File: config.mk
export PLATFORM = sky130hd
export DESIGN_NAME = wb_write_scheduler_flat
export DESIGN_NICKNAME = d
export VERILOG_FILES = /design/src/rtl/wb_write_scheduler_pkg.sv /design/src/rtl/wb_write_scheduler_if.sv /design/src/rtl/wb_late_fifo.sv /design/src/rtl/wb_write_scheduler.sv /design/src/flat_wrapper.sv
export SDC_FILE = /design/constraint.sdc
export NUM_CORES = 1
export LEC_CHECK = 0
export ABC_AREA = 1
export BUFFER_PORTS_ARGS = -buffer_cell sky130_fd_sc_hd__buf_4
export CORE_MARGIN = 1.5
export CORE_UTILIZATION = 62
export DETAILED_ROUTE_END_ITERATION = 10
export GPL_TIMING_DRIVEN = 0
export PLACE_DENSITY = 0.85
export SYNTH_ARGS = -nofsm -noshare
export SYNTH_HDL_FRONTEND = slang
export SYNTH_HIERARCHICAL = 1
export SYNTH_SLANG_ARGS = --single-unit
export TNS_END_PERCENT = 50
File: constraint.sdc
create_clock -name clk -period 15.3 [get_ports clk]
set_input_delay 3.06 -clock clk [delete_from_list [all_inputs] [get_ports clk]]
set_output_delay 3.06 -clock clk [all_outputs]
set_load 0.02 [all_outputs]
File: src/rtl/wb_write_scheduler_pkg.sv
// Shared types and constants for the register-file write-port scheduler.
package wb_write_scheduler_pkg;

    localparam int unsigned REG_ADDR_W = 5;
    localparam int unsigned REG_DATA_W = 32;

    typedef enum logic [1:0] {
        IDLE,
        PEND,
        FORCE
    } wb_sched_state_t;

    typedef struct packed {
        logic                  valid;
        logic [REG_ADDR_W-1:0] rd;
        logic [REG_DATA_W-1:0] data;
    } late_entry_t;

    // x0 is hardwired; writes to it are consumed but never issued
    function automatic logic is_wr_addr(input logic [REG_ADDR_W-1:0] addr);
        return addr != '0;
    endfunction

endpackage

File: src/rtl/wb_write_scheduler_if.sv
// Write-back / long-latency unit / register-file port bundle for the scheduler.
interface wb_write_scheduler_if;
    import wb_write_scheduler_pkg::*;

    logic                  pipe_wr_valid;
    logic [REG_ADDR_W-1:0] pipe_rd_addr;
    logic [REG_DATA_W-1:0] pipe_wr_data;
    logic                  lu_valid;
    logic [REG_ADDR_W-1:0] lu_rd_addr;
    logic [REG_DATA_W-1:0] lu_wr_data;
    logic                  lu_ready;
    logic                  pipe_stall;
    logic                  rf_wr_en;
    logic [REG_ADDR_W-1:0] rf_wr_addr;
    logic [REG_DATA_W-1:0] rf_wr_data;

    modport master (
        output pipe_wr_valid, pipe_rd_addr, pipe_wr_data,
        output lu_valid, lu_rd_addr, lu_wr_data,
        input  lu_ready, pipe_stall,
        input  rf_wr_en, rf_wr_addr, rf_wr_data
    );

    modport slave (
        input  pipe_wr_valid, pipe_rd_addr, pipe_wr_data,
        input  lu_valid, lu_rd_addr, lu_wr_data,
        output lu_ready, pipe_stall,
        output rf_wr_en, rf_wr_addr, rf_wr_data
    );

endinterface

File: src/rtl/wb_late_fifo.sv
// Register FIFO of late results; a pipe write kills every entry (stored or
// incoming) whose destination matches, leaving the slot occupied but invalid.
module wb_late_fifo
    import wb_write_scheduler_pkg::*;
#(
    parameter int unsigned DEPTH = 4
) (
    input  logic                          clk,
    input  logic                          reset,
    input  logic                          push,
    input  late_entry_t                   push_entry,
    input  logic                          pop,
    input  logic                          kill_en,
    input  logic [REG_ADDR_W-1:0]         kill_rd,
    output late_entry_t                   head,
    output logic [$clog2(DEPTH):0]        count
);

    localparam int unsigned PTR_W = $clog2(DEPTH);
    localparam int unsigned CNT_W = PTR_W + 1;

    late_entry_t             entries [DEPTH];
    logic [PTR_W-1:0]        wr_ptr;
    logic [PTR_W-1:0]        rd_ptr;
    logic                    push_killed;

    assign head        = entries[rd_ptr];
    assign push_killed = kill_en && (push_entry.rd == kill_rd);

    always_ff @(posedge clk or posedge reset) begin
        if (reset) begin
            for (int i = 0; i < int'(DEPTH); i++) begin
                entries[i] <= '0;
            end
            wr_ptr <= '0;
            rd_ptr <= '0;
            count  <= '0;
        end else begin
            for (int i = 0; i < int'(DEPTH); i++) begin
                if (kill_en && (entries[i].rd == kill_rd)) begin
                    entries[i].valid <= 1'b0;
                end
            end
            if (push) begin
                entries[wr_ptr] <= '{valid: push_entry.valid && !push_killed,
                                     rd:    push_entry.rd,
                                     data:  push_entry.data};
                wr_ptr <= wr_ptr + PTR_W'(1);
            end
            if (pop) begin
                rd_ptr <= rd_ptr + PTR_W'(1);
            end
            count <= count + CNT_W'(push) - CNT_W'(pop);
        end
    end

endmodule

File: src/rtl/wb_write_scheduler.sv
// Arbitrates the register-file write port between write-back (priority) and
// buffered late results. Optional same-cycle late bypass: WB_WRITE_BYPASS_EN.
module wb_write_scheduler
    import wb_write_scheduler_pkg::*;
#(
    parameter int unsigned DEPTH    = 4,
    parameter int unsigned MAX_WAIT = 8
) (
    input  logic              clk,
    input  logic              reset,
    wb_write_scheduler_if.slave bus
);

    localparam int unsigned CNT_W  = $clog2(DEPTH) + 1;
    localparam int unsigned WAIT_W = $clog2(MAX_WAIT + 1);

    wb_sched_state_t         state;
    logic [WAIT_W-1:0]       wait_cnt;
    logic [WAIT_W-1:0]       wait_next;
    logic                    stall_q;

    late_entry_t             head;
    logic [CNT_W-1:0]        fifo_count;
    logic [CNT_W-1:0]        count_next;
    logic                    fifo_push;
    logic                    fifo_pop;
    logic                    kill_en;
    logic                    lu_ready;
    logic                    bypass;
    logic                    force_go;

    logic                    sel_valid;
    logic [REG_ADDR_W-1:0]   sel_rd;
    logic [REG_DATA_W-1:0]   sel_data;

`ifdef WB_WRITE_BYPASS_EN
    assign bypass = bus.lu_valid && (fifo_count == '0) && !bus.pipe_wr_valid
                    && (state != FORCE);
`else
    assign bypass = 1'b0;
`endif

    // A same-cycle pop deliberately does not free a slot for this cycle's push
    assign lu_ready  = (fifo_count < CNT_W'(DEPTH));
    assign fifo_push = bus.lu_valid && lu_ready && is_wr_addr(bus.lu_rd_addr) && !bypass;

    // Write-port select: forced drain, then write-back, then opportunistic drain
    always_comb begin
        fifo_pop  = 1'b0;
        kill_en   = 1'b0;
        sel_valid = 1'b0;
        sel_rd    = '0;
        sel_data  = '0;
        if (state == FORCE) begin
            fifo_pop  = (fifo_count != '0);
            sel_valid = head.valid;
            sel_rd    = head.rd;
            sel_data  = head.data;
        end else if (bus.pipe_wr_valid) begin
            kill_en   = is_wr_addr(bus.pipe_rd_addr);
            sel_valid = 1'b1;
            sel_rd    = bus.pipe_rd_addr;
            sel_data  = bus.pipe_wr_data;
        end else if (fifo_count != '0) begin
            fifo_pop  = 1'b1;
            sel_valid = head.valid;
            sel_rd    = head.rd;
            sel_data  = head.data;
        end else if (bypass) begin
            sel_valid = 1'b1;
            sel_rd    = bus.lu_rd_addr;
            sel_data  = bus.lu_wr_data;
        end
    end

    assign count_next = fifo_count + CNT_W'(fifo_push) - CNT_W'(fifo_pop);

    // Age of the oldest un-drained entry; only counts while something is waiting
    always_comb begin
        wait_next = wait_cnt;
        if (fifo_pop || (count_next == '0)) begin
            wait_next = '0;
        end else if ((fifo_count != '0) && (wait_cnt != WAIT_W'(MAX_WAIT))) begin
            wait_next = wait_cnt + WAIT_W'(1);
        end
    end

    assign force_go = (count_next == CNT_W'(DEPTH))
                   || ((count_next != '0) && (wait_next == WAIT_W'(MAX_WAIT)));

    always_ff @(posedge clk or posedge reset) begin
        if (reset) begin
            state    <= IDLE;
            wait_cnt <= '0;
            stall_q  <= 1'b0;
        end else begin
            wait_cnt <= wait_next;
            stall_q  <= force_go;
            if (force_go) begin
                state <= FORCE;
            end else if (count_next != '0) begin
                state <= PEND;
            end else begin
                state <= IDLE;
            end
        end
    end

    wb_late_fifo #(
        .DEPTH (DEPTH)
    ) u_fifo (
        .clk        (clk),
        .reset      (reset),
        .push       (fifo_push),
        .push_entry ('{valid: 1'b1, rd: bus.lu_rd_addr, data: bus.lu_wr_data}),
        .pop        (fifo_pop),
        .kill_en    (kill_en),
        .kill_rd    (bus.pipe_rd_addr),
        .head       (head),
        .count      (fifo_count)
    );

    assign bus.lu_ready   = lu_ready;
    assign bus.pipe_stall = stall_q;
    assign bus.rf_wr_en   = !reset && sel_valid && is_wr_addr(sel_rd);
    assign bus.rf_wr_addr = sel_rd;
    assign bus.rf_wr_data = sel_data;

endmodule

File: src/flat_wrapper.sv
// flat-port wrapper written by rule: the top's interface ports become plain ports
module wb_write_scheduler_flat import wb_write_scheduler_pkg::*;
#(
    parameter int unsigned DEPTH    = 4,
    parameter int unsigned MAX_WAIT = 8
)
  (clk, reset, bus_pipe_wr_valid, bus_pipe_rd_addr, bus_pipe_wr_data, bus_lu_valid, bus_lu_rd_addr, bus_lu_wr_data, bus_lu_ready, bus_pipe_stall, bus_rf_wr_en, bus_rf_wr_addr, bus_rf_wr_data);
  wb_write_scheduler_if bus_i ();
  input  logic clk;
  input  logic reset;
  input wire logic [$bits(bus_i.pipe_wr_valid)-1:0] bus_pipe_wr_valid;
  input wire logic [$bits(bus_i.pipe_rd_addr)-1:0] bus_pipe_rd_addr;
  input wire logic [$bits(bus_i.pipe_wr_data)-1:0] bus_pipe_wr_data;
  input wire logic [$bits(bus_i.lu_valid)-1:0] bus_lu_valid;
  input wire logic [$bits(bus_i.lu_rd_addr)-1:0] bus_lu_rd_addr;
  input wire logic [$bits(bus_i.lu_wr_data)-1:0] bus_lu_wr_data;
  output wire logic [$bits(bus_i.lu_ready)-1:0] bus_lu_ready;
  output wire logic [$bits(bus_i.pipe_stall)-1:0] bus_pipe_stall;
  output wire logic [$bits(bus_i.rf_wr_en)-1:0] bus_rf_wr_en;
  output wire logic [$bits(bus_i.rf_wr_addr)-1:0] bus_rf_wr_addr;
  output wire logic [$bits(bus_i.rf_wr_data)-1:0] bus_rf_wr_data;
  assign bus_i.pipe_wr_valid = bus_pipe_wr_valid;
  assign bus_i.pipe_rd_addr = bus_pipe_rd_addr;
  assign bus_i.pipe_wr_data = bus_pipe_wr_data;
  assign bus_i.lu_valid = bus_lu_valid;
  assign bus_i.lu_rd_addr = bus_lu_rd_addr;
  assign bus_i.lu_wr_data = bus_lu_wr_data;
  assign bus_lu_ready = bus_i.lu_ready;
  assign bus_pipe_stall = bus_i.pipe_stall;
  assign bus_rf_wr_en = bus_i.rf_wr_en;
  assign bus_rf_wr_addr = bus_i.rf_wr_addr;
  assign bus_rf_wr_data = bus_i.rf_wr_data;
  wb_write_scheduler #(.DEPTH(DEPTH), .MAX_WAIT(MAX_WAIT)) u_core (.clk(clk), .reset(reset), .bus(bus_i));
endmodule
==> flow_results.xml <==
<?xml version="1.0" encoding="UTF-8"?>
<metrics>
  <group name="run_status">
    <metric name="run_status" unit="">complete, no violations</metric>
  </group>
  <group name="sta">
    <metric name="min_period" unit="ns">7.37</metric>
    <metric name="setup_repair_after_global_routing_missed_its_margin" unit="">no</metric>
    <metric name="finalHoldViolCount" unit="">0</metric>
    <metric name="finalMaxSlewViolations" unit="">0</metric>
    <metric name="setup_viol_count_final" unit="">0</metric>
    <metric name="final.setup.tns" unit="ns">0</metric>
    <metric name="period_share" unit="%">48.2</metric>
    <metric name="fmax" unit="MHz">136</metric>
    <metric name="worst_clock_skew" unit="ns">0.00838</metric>
    <metric name="slew_headroom" unit="%">59.1</metric>
    <metric name="worst-slew-pin-transition" unit="ns">0.613</metric>
  </group>
  <group name="global_route">
    <metric name="vias_in_the_first_global_route" unit="">7924</metric>
    <metric name="grt_max_degree" unit="">95</metric>
    <metric name="grtUsageTotal" unit="%">35.6</metric>
    <metric name="globalRouteOverflowTotal" unit="">0</metric>
    <metric name="antenna_found_initial" unit="">0</metric>
    <metric name="global_route_wire_length_before_repair" unit="um">39900</metric>
  </group>
  <group name="floorplanning">
    <metric name="ios" unit="">118</metric>
    <metric name="placeableCoreArea" unit="mm^2">0.0133</metric>
    <metric name="chipHeight" unit="um">121</metric>
    <metric name="core.rowCount" unit="">42</metric>
    <metric name="initial_utilization" unit="%">64.2</metric>
    <metric name="fp.dieArea" unit="mm^2">0.0145</metric>
    <metric name="die_width" unit="um">121</metric>
  </group>
  <group name="clocking">
    <metric name="cts-root-buf" unit="">sky130_fd_sc_hd__clkbuf_16</metric>
    <metric name="clock_path_buffers" unit="">2</metric>
    <metric name="clk_transition_reported_paths" unit="ns">0.06</metric>
    <metric name="post_cts_resized" unit="">0</metric>
    <metric name="cts_hold_repair.buffers" unit="">0</metric>
    <metric name="post_cts_setup_repair_bufs" unit="">0</metric>
    <metric name="cts_buffer_count" unit="">17</metric>
    <metric name="h-tree-depth" unit="">4</metric>
    <metric name="clkSinkCount" unit="">165</metric>
    <metric name="tritoncts" unit="">built</metric>
    <metric name="clk-insertion-delay-late" unit="ns">0.43</metric>
  </group>
  <group name="setup_path">
    <metric name="worstSetupStartpointType" unit="">primary input</metric>
    <metric name="cp_data_required_time" unit="ns">12.24</metric>
    <metric name="critical_path_class" unit="">primary input to primary output</metric>
    <metric name="path_max_fanout" unit="">10</metric>
    <metric name="timing.critical_path.arrival" unit="ns">4.31</metric>
    <metric name="critPathCaptureType" unit="">primary output</metric>
  </group>
  <group name="synth">
    <metric name="flops_latches_synth" unit="">165</metric>
    <metric name="synth.top_cell.area_share" unit="%">48.2</metric>
    <metric name="ys_seq_area_share" unit="%">48.2</metric>
    <metric name="synth-async-reset-ratio" unit="%">100</metric>
    <metric name="netlist_area_before_placement" unit="mm^2">0.00856</metric>
    <metric name="yosys_warnings" unit="">6</metric>
    <metric name="yosysTopAreaCell" unit="">sky130_fd_sc_hd__dfrtp_1</metric>
    <metric name="synth_area_leaders" unit="">sky130_fd_sc_hd__dfrtp_1 (48%), sky130_fd_sc_hd__nand2_1 (13%), sky130_fd_sc_hd__o21ai_0 (8.8%), sky130_fd_sc_hd__o21ai_1 (5.2%), sky130_fd_sc_hd__nor2_1 (4.5%)</metric>
    <metric name="synthCells" unit="">1093</metric>
    <metric name="ys_types" unit="">28</metric>
    <metric name="synth_edf_count" unit="">0</metric>
    <metric name="synth-main-ff-cell" unit="">sky130_fd_sc_hd__dfrtp_1</metric>
    <metric name="avgSynthCellArea" unit="um^2">7.84</metric>
  </group>
  <group name="place">
    <metric name="routability_congestion_estimate" unit="">0.956</metric>
    <metric name="hpwl" unit="um">16700</metric>
    <metric name="dpl-instance-area" unit="mm^2">0.00971</metric>
    <metric name="numPortBuffers" unit="">117</metric>
  </group>
  <group name="flow_run">
    <metric name="timing.max_cap.violations" unit="">0</metric>
  </group>
  <group name="detailed_routing">
    <metric name="routed-via-count" unit="">8300</metric>
    <metric name="wl_per_cell" unit="um">17.5</metric>
    <metric name="drc_violation_count_after_routing" unit="">0</metric>
    <metric name="antenna_left" unit="">0</metric>
    <metric name="drt_iter0_drc" unit="">1007</metric>
    <metric name="drt_pass1_iterations" unit="">5</metric>
    <metric name="avgViaCountPerCell" unit="">5.84</metric>
    <metric name="route.final.wire_length" unit="um">24900</metric>
  </group>
  <group name="final_layout">
    <metric name="final_nets" unit="">1322</metric>
    <metric name="post-route-cell-area" unit="mm^2">0.0103</metric>
    <metric name="post_route_cells_drive_above_1_share" unit="%">18.7</metric>
    <metric name="synthToLayoutAreaGrowth" unit="%">20.0</metric>
    <metric name="num_antenna_cells" unit="">0</metric>
  </group>
  <group name="power_and_ir_drop">
    <metric name="p_leak" unit="uW">0.00529</metric>
    <metric name="finalPower" unit="uW">2200</metric>
    <metric name="power.density" unit="mW/mm^2">214</metric>
    <metric name="vdd_drop_max" unit="V">0.000134</metric>
  </group>
  <group name="min_path">
    <metric name="holdCritPathClass" unit="">flip-flop to flip-flop</metric>
  </group>
</metrics>
==> cells in the mapped netlist, types with 26 or more instances <==
master and n:
sky130_fd_sc_hd__o21ai_0 151, sky130_fd_sc_hd__nand2_1 296, sky130_fd_sc_hd__inv_1 76, sky130_fd_sc_hd__nor2_1 103
sky130_fd_sc_hd__o22ai_1 35, sky130_fd_sc_hd__dfrtp_1 165, sky130_fd_sc_hd__buf_2 27, sky130_fd_sc_hd__o21ai_1 89
sky130_fd_sc_hd__nand3_1 51, sky130_fd_sc_hd__buf_6 26
==> logic make-up (layout without fill, tap and decap cells) <==
kind of cell             after synthesis  after routing  share of synthesized area (%)
AND/OR/NAND/NOR                      470            470                           22.2
AO/OA/AOI/OAI                        283            283                           17.1
flip-flops                           165            165                           48.2
buffers and inverters                153            302                           9.64
adder cells (fa/ha/maj)               11             11                           1.78
XOR/XNOR                              10             10                           1.02
other                                  1              4                         0.0438
==> area by class of cell <==
class                   count  area, um^2
well taps                 176         220
inverters                  85         324
repair buffers            118         906
clock inverters             9         104
plain buffers              68         507
clock buffers              22         464
fillers                  1023        3070
flip-flops and latches    165        4130
multi-input cells         778        3620
==> stage by stage <==
step                      worst slack [ns]  hold WS (ns)  cells  util, %
after floorplan                       7.95         0.448   1096        -
after global placement                6.20         0.461   1389     72.5
after detailed placement              8.00         0.468   1390     72.7
after CTS                             7.97         0.484   1421     77.0
after global routing                  7.90         0.494   1421     77.0
final                                 7.93         0.486   1421     77.0
==> final timing paths <==
check	endpoint	depth (start not counted)	from	slack (ns)
min reg2reg	flip-flop	2	flip-flop	0.49
max in group asynchronous	asynchronous set/reset pin	3	reset	11.71
min in group asynchronous	u_core/wait_cnt[2]	2	reset	2.59
max	bus_rf_wr_data[29]	7	bus_pipe_wr_valid	7.93
min	flip-flop	2	flip-flop	0.49
max reg2reg	u_core/bus.pipe_stall	14	u_core/u_fifo/count[2]	12.61
==> where the power goes <==
group	switching, uW	internal (uW)
logic	627	391
clock network	168	247
registers	131	631
==> worst max-delay path: stages <==
cell                      delay [ns]
sky130_fd_sc_hd__buf_4          0.11
sky130_fd_sc_hd__nand2_2        0.10
sky130_fd_sc_hd__buf_2          0.28
sky130_fd_sc_hd__buf_2          0.35
sky130_fd_sc_hd__nand3_1        0.17
sky130_fd_sc_hd__nand2_1        0.09
sky130_fd_sc_hd__buf_4          0.13
==> cells in the final DEF, fill, tap and decap left out, types with 2 or more instances in the layout <==
| master | n |
|---|---|
| sky130_fd_sc_hd__nand2_1 | 296 |
| sky130_fd_sc_hd__dfrtp_1 | 165 |
| sky130_fd_sc_hd__o21ai_0 | 151 |
| sky130_fd_sc_hd__buf_4 | 123 |
| sky130_fd_sc_hd__nor2_1 | 103 |
| sky130_fd_sc_hd__o21ai_1 | 89 |
| sky130_fd_sc_hd__inv_1 | 75 |
| sky130_fd_sc_hd__nand3_1 | 51 |
| sky130_fd_sc_hd__o22ai_1 | 35 |
| sky130_fd_sc_hd__buf_2 | 27 |
| sky130_fd_sc_hd__buf_6 | 26 |
| sky130_fd_sc_hd__clkbuf_16 | 17 |
| sky130_fd_sc_hd__clkbuf_1 | 12 |
| sky130_fd_sc_hd__inv_2 | 9 |
| sky130_fd_sc_hd__nand2_2 | 9 |
| sky130_fd_sc_hd__ha_1 | 9 |
| sky130_fd_sc_hd__xor2_1 | 8 |
| sky130_fd_sc_hd__a21oi_1 | 7 |
| sky130_fd_sc_hd__clkinv_2 | 4 |
| sky130_fd_sc_hd__nand3_2 | 4 |
| sky130_fd_sc_hd__conb_1 | 4 |
| sky130_fd_sc_hd__clkbuf_8 | 2 |
| sky130_fd_sc_hd__bufinv_16 | 2 |
| sky130_fd_sc_hd__clkinvlp_4 | 2 |
| sky130_fd_sc_hd__nor2_2 | 2 |
| sky130_fd_sc_hd__xnor2_1 | 2 |
| sky130_fd_sc_hd__fa_1 | 2 |
==> routing by layer <==
layer  track usage [%]  wire, um  up-vias
met3              8.73      2410       66
met2              58.0     11800      514
met5                 0         0        -
met1              46.2      9960     3891
met4              13.6       648        0
li1                  -         -     3829
Power figures use the tool's default switching activity.
